### config.mk
export PLATFORM = sky130hd
export DESIGN_NAME = axi4_lite_slave_regs
export DESIGN_NICKNAME = d
export VERILOG_FILES = /design/src/rtl/axi4_lite_slave_regs.sv
export SDC_FILE = /design/constraint.sdc
export NUM_CORES = 1
export LEC_CHECK = 0
export CAP_MARGIN = 10
export CORE_UTILIZATION = 44
export CTS_CLUSTER_DIAMETER = 50
export DETAILED_ROUTE_END_ITERATION = 6
export PLACE_DENSITY = 0.81
export SKIP_LAST_GASP = 1
export SLEW_MARGIN = 10
export SYNTH_ARGS = -nofsm -noshare
export SYNTH_HDL_FRONTEND = slang
export SYNTH_SLANG_ARGS = --single-unit
### constraint.sdc
create_clock -name clk -period 1.9 [get_ports clk]
set_input_delay 0.38 -clock clk [delete_from_list [all_inputs] [get_ports clk]]
set_output_delay 0.38 -clock clk [all_outputs]
set_load 0.02 [all_outputs]
### src/rtl/axi4_lite_slave_regs.sv
// ---------------------------------------------------------------------------
// axi4_lite_slave_regs
//
// AXI4-Lite responder that exposes NUM_REGS 32-bit read/write control
// registers. The write and read channels run as two independent two-state
// FSMs. Writes honour byte strobes and raise a one-cycle per-register
// pulse. Any access whose word address falls outside the bank completes
// with SLVERR. Every output comes straight from a flop.
//
// Ports
//   clk, reset_n           clock; asynchronous active-low reset
//   s_axi_aw*              write address channel (byte address)
//   s_axi_w*               write data channel with 4-bit byte strobe
//   s_axi_b*               write response (00 OKAY, 10 SLVERR)
//   s_axi_ar*              read address channel (byte address)
//   s_axi_r*               read data and response
//   reg_out                register i drives bits [32*i+31:32*i]
//   wr_pulse               bit i is high for one cycle after register i is written
// ---------------------------------------------------------------------------
module axi4_lite_slave_regs #(
    parameter int NUM_REGS = 8
) (
    input  logic                     clk,
    input  logic                     reset_n,
    input  logic [31:0]              s_axi_awaddr,
    input  logic                     s_axi_awvalid,
    output logic                     s_axi_awready,
    input  logic [31:0]              s_axi_wdata,
    input  logic [3:0]               s_axi_wstrb,
    input  logic                     s_axi_wvalid,
    output logic                     s_axi_wready,
    output logic [1:0]               s_axi_bresp,
    output logic                     s_axi_bvalid,
    input  logic                     s_axi_bready,
    input  logic [31:0]              s_axi_araddr,
    input  logic                     s_axi_arvalid,
    output logic                     s_axi_arready,
    output logic [31:0]              s_axi_rdata,
    output logic [1:0]               s_axi_rresp,
    output logic                     s_axi_rvalid,
    input  logic                     s_axi_rready,
    output logic [NUM_REGS*32-1:0]   reg_out,
    output logic [NUM_REGS-1:0]      wr_pulse
);

    localparam int IDX_W = (NUM_REGS > 1) ? $clog2(NUM_REGS) : 1;
    localparam logic [1:0] RESP_OKAY   = 2'b00;
    localparam logic [1:0] RESP_SLVERR = 2'b10;

    typedef enum logic { W_IDLE, W_RESP } w_state_e;
    typedef enum logic { R_IDLE, R_DATA } r_state_e;

    // Range check uses the full word address, so aliases above the bank
    // are rejected even when the index bits alone would decode.
    function automatic logic addr_in_range(input logic [31:0] addr);
        return {2'b00, addr[31:2]} < 32'(NUM_REGS);
    endfunction

    // Byte-lane bits are ignored by the decode.
    logic unused_addr_bits;
    assign unused_addr_bits = ^{s_axi_awaddr[1:0], s_axi_araddr[1:0]};

    // Write channel state
    w_state_e             w_state_q,  w_state_d;
    logic                 awready_q,  awready_d;
    logic                 wready_q,   wready_d;
    logic                 aw_have_q,  aw_have_d;
    logic                 w_have_q,   w_have_d;
    logic                 aw_ok_q,    aw_ok_d;
    logic [IDX_W-1:0]     aw_idx_q,   aw_idx_d;
    logic [31:0]          wdata_q,    wdata_d;
    logic [3:0]           wstrb_q,    wstrb_d;
    logic                 bvalid_q,   bvalid_d;
    logic [1:0]           bresp_q,    bresp_d;
    logic [NUM_REGS-1:0]  wr_pulse_q, wr_pulse_d;
    logic [31:0]          regs_q [NUM_REGS];
    logic [31:0]          regs_d [NUM_REGS];

    // Read channel state
    r_state_e             r_state_q,  r_state_d;
    logic                 arready_q,  arready_d;
    logic                 rvalid_q,   rvalid_d;
    logic [31:0]          rdata_q,    rdata_d;
    logic [1:0]           rresp_q,    rresp_d;

    // Write FSM. Each address/data beat is latched on its own handshake and
    // its ready drops. The commit happens on the edge after both beats are
    // held, which keeps the register update off the input handshake path.
    always_comb begin
        // NOTE: every variable gets a default first so no path through the
        // case can leave a value unassigned and infer a latch.
        w_state_d  = w_state_q;
        awready_d  = awready_q;
        wready_d   = wready_q;
        aw_have_d  = aw_have_q;
        w_have_d   = w_have_q;
        aw_ok_d    = aw_ok_q;
        aw_idx_d   = aw_idx_q;
        wdata_d    = wdata_q;
        wstrb_d    = wstrb_q;
        bvalid_d   = bvalid_q;
        bresp_d    = bresp_q;
        wr_pulse_d = '0;
        regs_d     = regs_q;

        case (w_state_q)
            W_IDLE: begin
                if (aw_have_q && w_have_q) begin
                    if (aw_ok_q) begin
                        for (int b = 0; b < 4; b++) begin
                            if (wstrb_q[b]) regs_d[aw_idx_q][8*b +: 8] = wdata_q[8*b +: 8];
                        end
                        wr_pulse_d[aw_idx_q] = 1'b1;
                        bresp_d = RESP_OKAY;
                    end else begin
                        bresp_d = RESP_SLVERR;
                    end
                    aw_have_d = 1'b0;
                    w_have_d  = 1'b0;
                    bvalid_d  = 1'b1;
                    w_state_d = W_RESP;
                end else begin
                    if (s_axi_awvalid && awready_q) begin
                        aw_have_d = 1'b1;
                        awready_d = 1'b0;
                        aw_ok_d   = addr_in_range(s_axi_awaddr);
                        aw_idx_d  = s_axi_awaddr[IDX_W+1:2];
                    end else if (!aw_have_q) begin
                        awready_d = 1'b1;
                    end
                    if (s_axi_wvalid && wready_q) begin
                        w_have_d = 1'b1;
                        wready_d = 1'b0;
                        wdata_d  = s_axi_wdata;
                        wstrb_d  = s_axi_wstrb;
                    end else if (!w_have_q) begin
                        wready_d = 1'b1;
                    end
                end
            end
            W_RESP: begin
                if (s_axi_bready && bvalid_q) begin
                    bvalid_d  = 1'b0;
                    awready_d = 1'b1;
                    wready_d  = 1'b1;
                    w_state_d = W_IDLE;
                end
            end
            default: w_state_d = W_IDLE;
        endcase
    end

    // Read FSM. The data is sampled from the current register contents, so
    // a write committing on the same edge is not yet visible.
    always_comb begin
        r_state_d = r_state_q;
        arready_d = arready_q;
        rvalid_d  = rvalid_q;
        rdata_d   = rdata_q;
        rresp_d   = rresp_q;

        case (r_state_q)
            R_IDLE: begin
                if (s_axi_arvalid && arready_q) begin
                    arready_d = 1'b0;
                    rvalid_d  = 1'b1;
                    if (addr_in_range(s_axi_araddr)) begin
                        rdata_d = regs_q[s_axi_araddr[IDX_W+1:2]];
                        rresp_d = RESP_OKAY;
                    end else begin
                        rdata_d = '0;
                        rresp_d = RESP_SLVERR;
                    end
                    r_state_d = R_DATA;
                end else begin
                    arready_d = 1'b1;
                end
            end
            R_DATA: begin
                if (s_axi_rready && rvalid_q) begin
                    rvalid_d  = 1'b0;
                    arready_d = 1'b1;
                    r_state_d = R_IDLE;
                end
            end
            default: r_state_d = R_IDLE;
        endcase
    end

    always_ff @(posedge clk or negedge reset_n) begin
        if (!reset_n) begin
            w_state_q  <= W_IDLE;
            awready_q  <= 1'b0;
            wready_q   <= 1'b0;
            aw_have_q  <= 1'b0;
            w_have_q   <= 1'b0;
            aw_ok_q    <= 1'b0;
            aw_idx_q   <= '0;
            wdata_q    <= '0;
            wstrb_q    <= '0;
            bvalid_q   <= 1'b0;
            bresp_q    <= RESP_OKAY;
            wr_pulse_q <= '0;
            // NOTE: the register bank is user-visible control state that must
            // read as zero after reset, so it is reset here rather than being
            // left to a RAM with undefined contents.
            for (int i = 0; i < NUM_REGS; i++) regs_q[i] <= '0;
            r_state_q  <= R_IDLE;
            arready_q  <= 1'b0;
            rvalid_q   <= 1'b0;
            rdata_q    <= '0;
            rresp_q    <= RESP_OKAY;
        end else begin
            // NOTE: non-blocking assignments here so every flop samples the
            // pre-edge values, which keeps the two channels order-independent.
            w_state_q  <= w_state_d;
            awready_q  <= awready_d;
            wready_q   <= wready_d;
            aw_have_q  <= aw_have_d;
            w_have_q   <= w_have_d;
            aw_ok_q    <= aw_ok_d;
            aw_idx_q   <= aw_idx_d;
            wdata_q    <= wdata_d;
            wstrb_q    <= wstrb_d;
            bvalid_q   <= bvalid_d;
            bresp_q    <= bresp_d;
            wr_pulse_q <= wr_pulse_d;
            regs_q     <= regs_d;
            r_state_q  <= r_state_d;
            arready_q  <= arready_d;
            rvalid_q   <= rvalid_d;
            rdata_q    <= rdata_d;
            rresp_q    <= rresp_d;
        end
    end

    assign s_axi_awready = awready_q;
    assign s_axi_wready  = wready_q;
    assign s_axi_bvalid  = bvalid_q;
    assign s_axi_bresp   = bresp_q;
    assign s_axi_arready = arready_q;
    assign s_axi_rvalid  = rvalid_q;
    assign s_axi_rdata   = rdata_q;
    assign s_axi_rresp   = rresp_q;
    assign wr_pulse      = wr_pulse_q;

    for (genvar i = 0; i < NUM_REGS; i++) begin : g_reg_out
        assign reg_out[32*i +: 32] = regs_q[i];
    end

endmodule

**After elaboration in Yosys (flattened, before gate mapping)**

Cells that the tools add are included.

- Latch bits: 0
- Output and inout port bits: 305
- Bits in registers: 349
- RAM bits: 0
- Input port bits: 107
- Memories: 0
- Memory bits (read-only): 0
- Logic and storage cells: 129

- Divide/modulo/power cells: 0
- Muxes and demuxes: 64
- Reduce and logical (&&, ||, !) cells: 21
- $lt $le $gt $ge: 7
- Multiply operators: 0
- Add/subtract/negate cells: 0
- Bitwise operators: 5
- Shift-type cells: 0
- Eq/ne operators: 7

Operator list:

| operator | count |
|---|---|
| 2-to-1 mux 256 bit | 13 |
| bitwise mux 256 bit | 4 |
| demux 32 bit (select 3 bit) | 4 |
| 2-to-1 mux 32 bit | 4 |
| binary-select mux 32 bit (select 3 bit) | 1 |
| less-than comparator 30 x 4 -> 1 bit, second input constant | 2 |
| 2-to-1 mux 8 bit | 4 |
| 2-to-1 mux 24 bit | 1 |
| 2-to-1 mux 1 bit | 22 |
| 2-to-1 mux 16 bit | 1 |
| AND reduction 3 bit | 5 |
| case mux 1 bit (2 select lines) | 7 |
| AND reduction 2 bit | 6 |
| >= comparator 4 bit, second input constant | 2 |
| logical AND 1 bit | 8 |
| inverter 3 -> 4 bit | 2 |
| != test 2 bit, second input constant | 3 |
| != test 3 bit, second input constant | 2 |
| less-than comparator 3 x 4 -> 1 bit, second input constant | 1 |
| less-than comparator 4 x 1 -> 1 bit, second input constant | 1 |
| 2-to-1 mux 2 bit | 2 |
| != test 2 x 1 -> 1 bit, second input constant | 2 |
| nonzero test 2 bit | 2 |
| demux 1 bit (select 3 bit) | 1 |
| 2 further kinds | 4 |

**Depth between registers and ports, before layout**

- Depth in word-level cells: 22
- Gate-level depth with buffers: 7
- Mapped depth without buffers: 4

**Worst setup path before layout**

OpenSTA, ideal clock, no wires.

- Path kind: flip-flop to flip-flop
- Start: register w_state_q
- End: register regs_q (netlist bit reg_out[64])
- Required time: 1775 ps
- Setup slack: 68 ps
- Path buffers: 2
- Clock period less this slack: 1832 ps
- Cell stages (with the launch flop): 7
- Setup time: 125 ps
- Data arrival time: 1708 ps
- Cell sequence: dfrtp_1 -> nand3b_1 -> nor3b_1 -> clkbuf_2 -> and3_1 -> buf_4 -> mux2_2

- Cells in the longest elaborated chain, start to end: 2

RTL lines:

| what | RTL line | source |
|---|---|---|
| start: declaration | 64 | `w_state_e w_state_q, w_state_d;` |
| start signal: assignment | 216 | `w_state_q <= w_state_d;` |
| inverter 1 bit (no source line) | -- |  |
| AND reduction 3 bit (no source line) | -- |  |
| end signal: assignment | 228 | `regs_q <= regs_d;` |
| end: declaration | 76 | `logic [31:0] regs_q [NUM_REGS];` |

Every way passes these cells.
A chain may end at the register's enable or synchronous reset.

**Worst setup path after layout**

- Start: register w_state_q
- End: register regs_q (netlist bit reg_out[207])

Same word-level chain as after synthesis.

==> metrics.md <==
| Metric | Value |
|---|---|
| Synthesized area | 15300 um^2 |
| Number of antenna violations at the first check in global routing | 0 |
| Starting density of the core | 45.17% |
| Number of violations reported at the end of detailed-routing iteration 0 | 535 |
| Synthesized netlist cell count | 972 |
| Gpl congestion | 0.8209 |
| Number of nets in the layout | 1551 |
| Setup repair after global routing missed its margin | yes |
| Die area | 35520 um^2 |
| # DRC | 0 |
| Slack of the critical path | -0.04839 ns |
| Biggest fanout along the worst timing path | 7 |
| Count of yosys warnings during synthesis | 0 |
| Endpoint kind of the worst setup timing path | flip-flop |
| Peak ir drop on the vdd network | 816.0 uV |
| Data required time of the worst path | 2.30 ns |
| Number of routed nets with antenna violations | 0 |
| Power density over cell area | 891.2 nW/um^2 |
| Flip-flop and latch count after synthesis | 347 |
| Area fraction of the dominant cell type after synthesis | 56.76% |
| Fin Setup TNS | -1.380 ns |
| # Max-Cap Violations | 0 |
| Die Y | 188.5 um |
| Violations in the final reports | negative setup slack |
| Number of sinks handled by clock tree synthesis | 347 |
| TritonCTS clock tree | built |
| Share of synthesized registers carrying an async set or reset | 100.0% |
| Standard-cell row count | 67 |
| Fraction of layout instances using a drive strength above 1 | 37.23% |
| Final hold vios | 0 |
| GRT Overall Usage | 25.62% |
| Library cell with the largest summed area after synthesis | sky130_fd_sc_hd__dfrtp_1 |
| Via count of the first global-routing pass | 11170 |
| Status | finished with violations |
| First-pass GRT wire length | 69.37 mm |
| Dominant cell type by count on the critical path | sky130_fd_sc_hd__buf_6 |
| Achievable clock frequency | 513.2 MHz |
| Sort of element at the start of the critical path | flip-flop |
| Most common cell after layout, fill and taps aside | sky130_fd_sc_hd__dfrtp_1 |
| Ant diodes | 0 |
| CP bufs+invs | 2 |
| Share of the yosys chip area belonging to registers | 56.76% |
| Hold Slack | 0.4016 ns |
| Slowest cell on the critical path | sky130_fd_sc_hd__dfrtp_1 |
| Top post-synthesis cells by area | sky130_fd_sc_hd__dfrtp_1 (57%), sky130_fd_sc_hd__mux2_2 (20%), sky130_fd_sc_hd__mux4_2 (9.4%), sky130_fd_sc_hd__mux2_4 (2.6%), sky130_fd_sc_hd__mux2i_1 (2.1%) |
| Largest net degree at the start of global routing | 50 |
| Number of buffer cells added on primary ports | 405 |
| Top delay family on crit path | simple AND/OR/NAND/NOR gates |
| Final wirelength | 46.61 mm |
| Slowest stage delay, CP | 0.39 ns |
| Final max-slew violation count | 0 |
| Worst R2R Path Depth | 6 |
| Post-synth EDFFs | 0 |
| Clock Path Buffers | 3 |
| Logic depth of the worst path, buffers included | 6 |
| HPWL after DPL | 31.72 mm |
| Area of the placeable core | 33870 um^2 |
| Post-Route Skew | 0.01170 ns |
| CTS buffer count | 39 |
| Arrival time at the worst endpoint | 2.35 ns |
| Most frequent cells in the layout | sky130_fd_sc_hd__dfrtp_1 (347), sky130_fd_sc_hd__dlygate4sd2_1 (239), sky130_fd_sc_hd__mux2_2 (188) |
| Clk Latency, worst-skew pair | 0.52 ns |
| Total congestion overflow | 0 |
| Count of boundary I/O pins | 412 |
| H-tree depth | 2 |
| Cell leakage power | 12.00 nW |
| Final clock period utilization by the worst path | 102.5% |
| Avg WL per Cell | 24.27 um |
| Clock root cell | sky130_fd_sc_hd__clkbuf_16 |
| Die boundary width | 188.5 um |
| Average instance area after synthesis | 15.74 um^2 |
| Hold/Removal Path Class | primary input to asynchronous set/reset pin |
| Prevailing post-synth register cell | sky130_fd_sc_hd__dfrtp_1 |
| Avg Vias per Cell | 5.541 |
| Count of unique library cells instantiated by Yosys | 44 |
| Total number of vias | 10640 |
| Type of the worst setup path | flip-flop to flip-flop |
| Final number of setup-violating endpoints | 66 |
| Final Critical Period | 1.948 ns |
| Synth-to-Final Area Change | 44.68% |
| Register clock-pin slew on the reported worst setup and hold paths | 0.06 ns |
| Detailed-router iteration count before antenna repair | 6 |
| Cell-by-cell listing of the critical path | nand3b_1, nor3b_4, buf_6, and3_4, buf_6, mux2_2 |
-- metal layers --
layer	up-vias	GRT usage [%]	wire, um
met2	408	43.21	23110
met4	0	9.522	1606
met1	5577	33.12	19000
li1	4553	-	-
met3	101	4.526	2893
met5	-	0	0
-- registers in the layout, summed over array words and instances (netlist names), 3 cells and up --
signal       cells
wdata_q         32
aw_idx_q         3
s_axi_rdata     32
wr_pulse         8
wstrb_q          4
reg_out        256
-- layout make-up --
type,instances,area [um^2]
clock inverters,17,231.5
repair buffers,486,4867
well taps,448,560.5
flip-flops and latches,347,8683
multi-input cells,568,6645
fillers,2467,11740
inverters,2,7.507
clock buffers,52,1137
-- what timing repair did --
item,in CTS,in global routing
gates cloned,0,2
hold buffers,1,0
setup endpoints to repair,278,151
buffers inserted,0,2
resized for setup,240,155
pin swaps,0,1
endpoints found under the hold margin,37,0
-- cells in the mapped netlist, types with 3 or more instances --
| cell type | n |
|---|---|
| sky130_fd_sc_hd__a21oi_1 | 8 |
| sky130_fd_sc_hd__and3_1 | 13 |
| sky130_fd_sc_hd__buf_1 | 5 |
| sky130_fd_sc_hd__buf_2 | 19 |
| sky130_fd_sc_hd__buf_4 | 11 |
| sky130_fd_sc_hd__buf_6 | 4 |
| sky130_fd_sc_hd__clkbuf_1 | 13 |
| sky130_fd_sc_hd__dfrtp_1 | 347 |
| sky130_fd_sc_hd__mux2_2 | 269 |
| sky130_fd_sc_hd__mux2_4 | 26 |
| sky130_fd_sc_hd__mux2i_1 | 32 |
| sky130_fd_sc_hd__mux4_2 | 64 |
| sky130_fd_sc_hd__nand2_1 | 50 |
| sky130_fd_sc_hd__nand3_2 | 3 |
| sky130_fd_sc_hd__nand3_4 | 10 |
| sky130_fd_sc_hd__nor2_1 | 10 |
| sky130_fd_sc_hd__nor3_1 | 4 |
| sky130_fd_sc_hd__nor3_4 | 4 |
| sky130_fd_sc_hd__nor4_1 | 12 |
| sky130_fd_sc_hd__o21ai_0 | 33 |
| sky130_fd_sc_hd__or3_1 | 3 |
-- worst reg2reg max path: cells and delay by family (launching register included) --
kind                   cells  cell delay [ns]
AND/OR/NAND/NOR            3             0.78
flip-flops                 1             0.39
multiplexers               1             0.34
buffers and inverters      2             0.33
-- logic make-up (layout without fill, tap and decap cells) --
group / after synthesis / count (layout) / synth area share, %
AO/OA/AOI/OAI: 44 / 44 / 1.481
buffers and inverters: 58 / 557 / 2.298
flip-flops: 347 / 347 / 56.76
multiplexers: 391 / 391 / 33.87
other: 1 / 2 / 0.02451
AND/OR/NAND/NOR: 131 / 131 / 5.562
-- per-stage QoR --
stage	setup WS, ns	cells	area (um^2)	utilization, %	total power [mW]
2_1_floorplan	0.06774	973	15300	-	10.33
3_3_place_gp	-0.1296	1846	20480	60.46	11.64
3_5_place_dp	-0.2298	1846	20480	60.46	11.77
4_1_cts	-0.008721	1916	21560	63.65	19.71
5_1_grt	-0.09544	1920	22130	65.35	20.46
6_report	-0.04839	1920	22130	65.35	19.72
-- final timing paths --
path	endpoint	from	slack (ns)
max	reg_out[207]	w_state_q	-0.05
min	reg_out[84]	reset_n	0.40
max reg2reg	reg_out[207]	w_state_q	-0.05
min reg2reg	s_axi_rdata[22]	s_axi_rdata[22]	0.47
max in group asynchronous	reg_out[219]	reset_n	0.86
min in group clk	s_axi_bvalid	s_axi_bready	0.46
-- power by group --
part           total (mW)  leakage [nW]  internal (mW)  switching (mW)
logic                2.69          6.59           1.32            1.37
clock network        7.95         0.670           4.90            3.05
registers            9.09          4.73           7.92            1.17
total                19.7          12.0           14.1            5.59
Note: power is estimated with default switching activity, not from simulation.
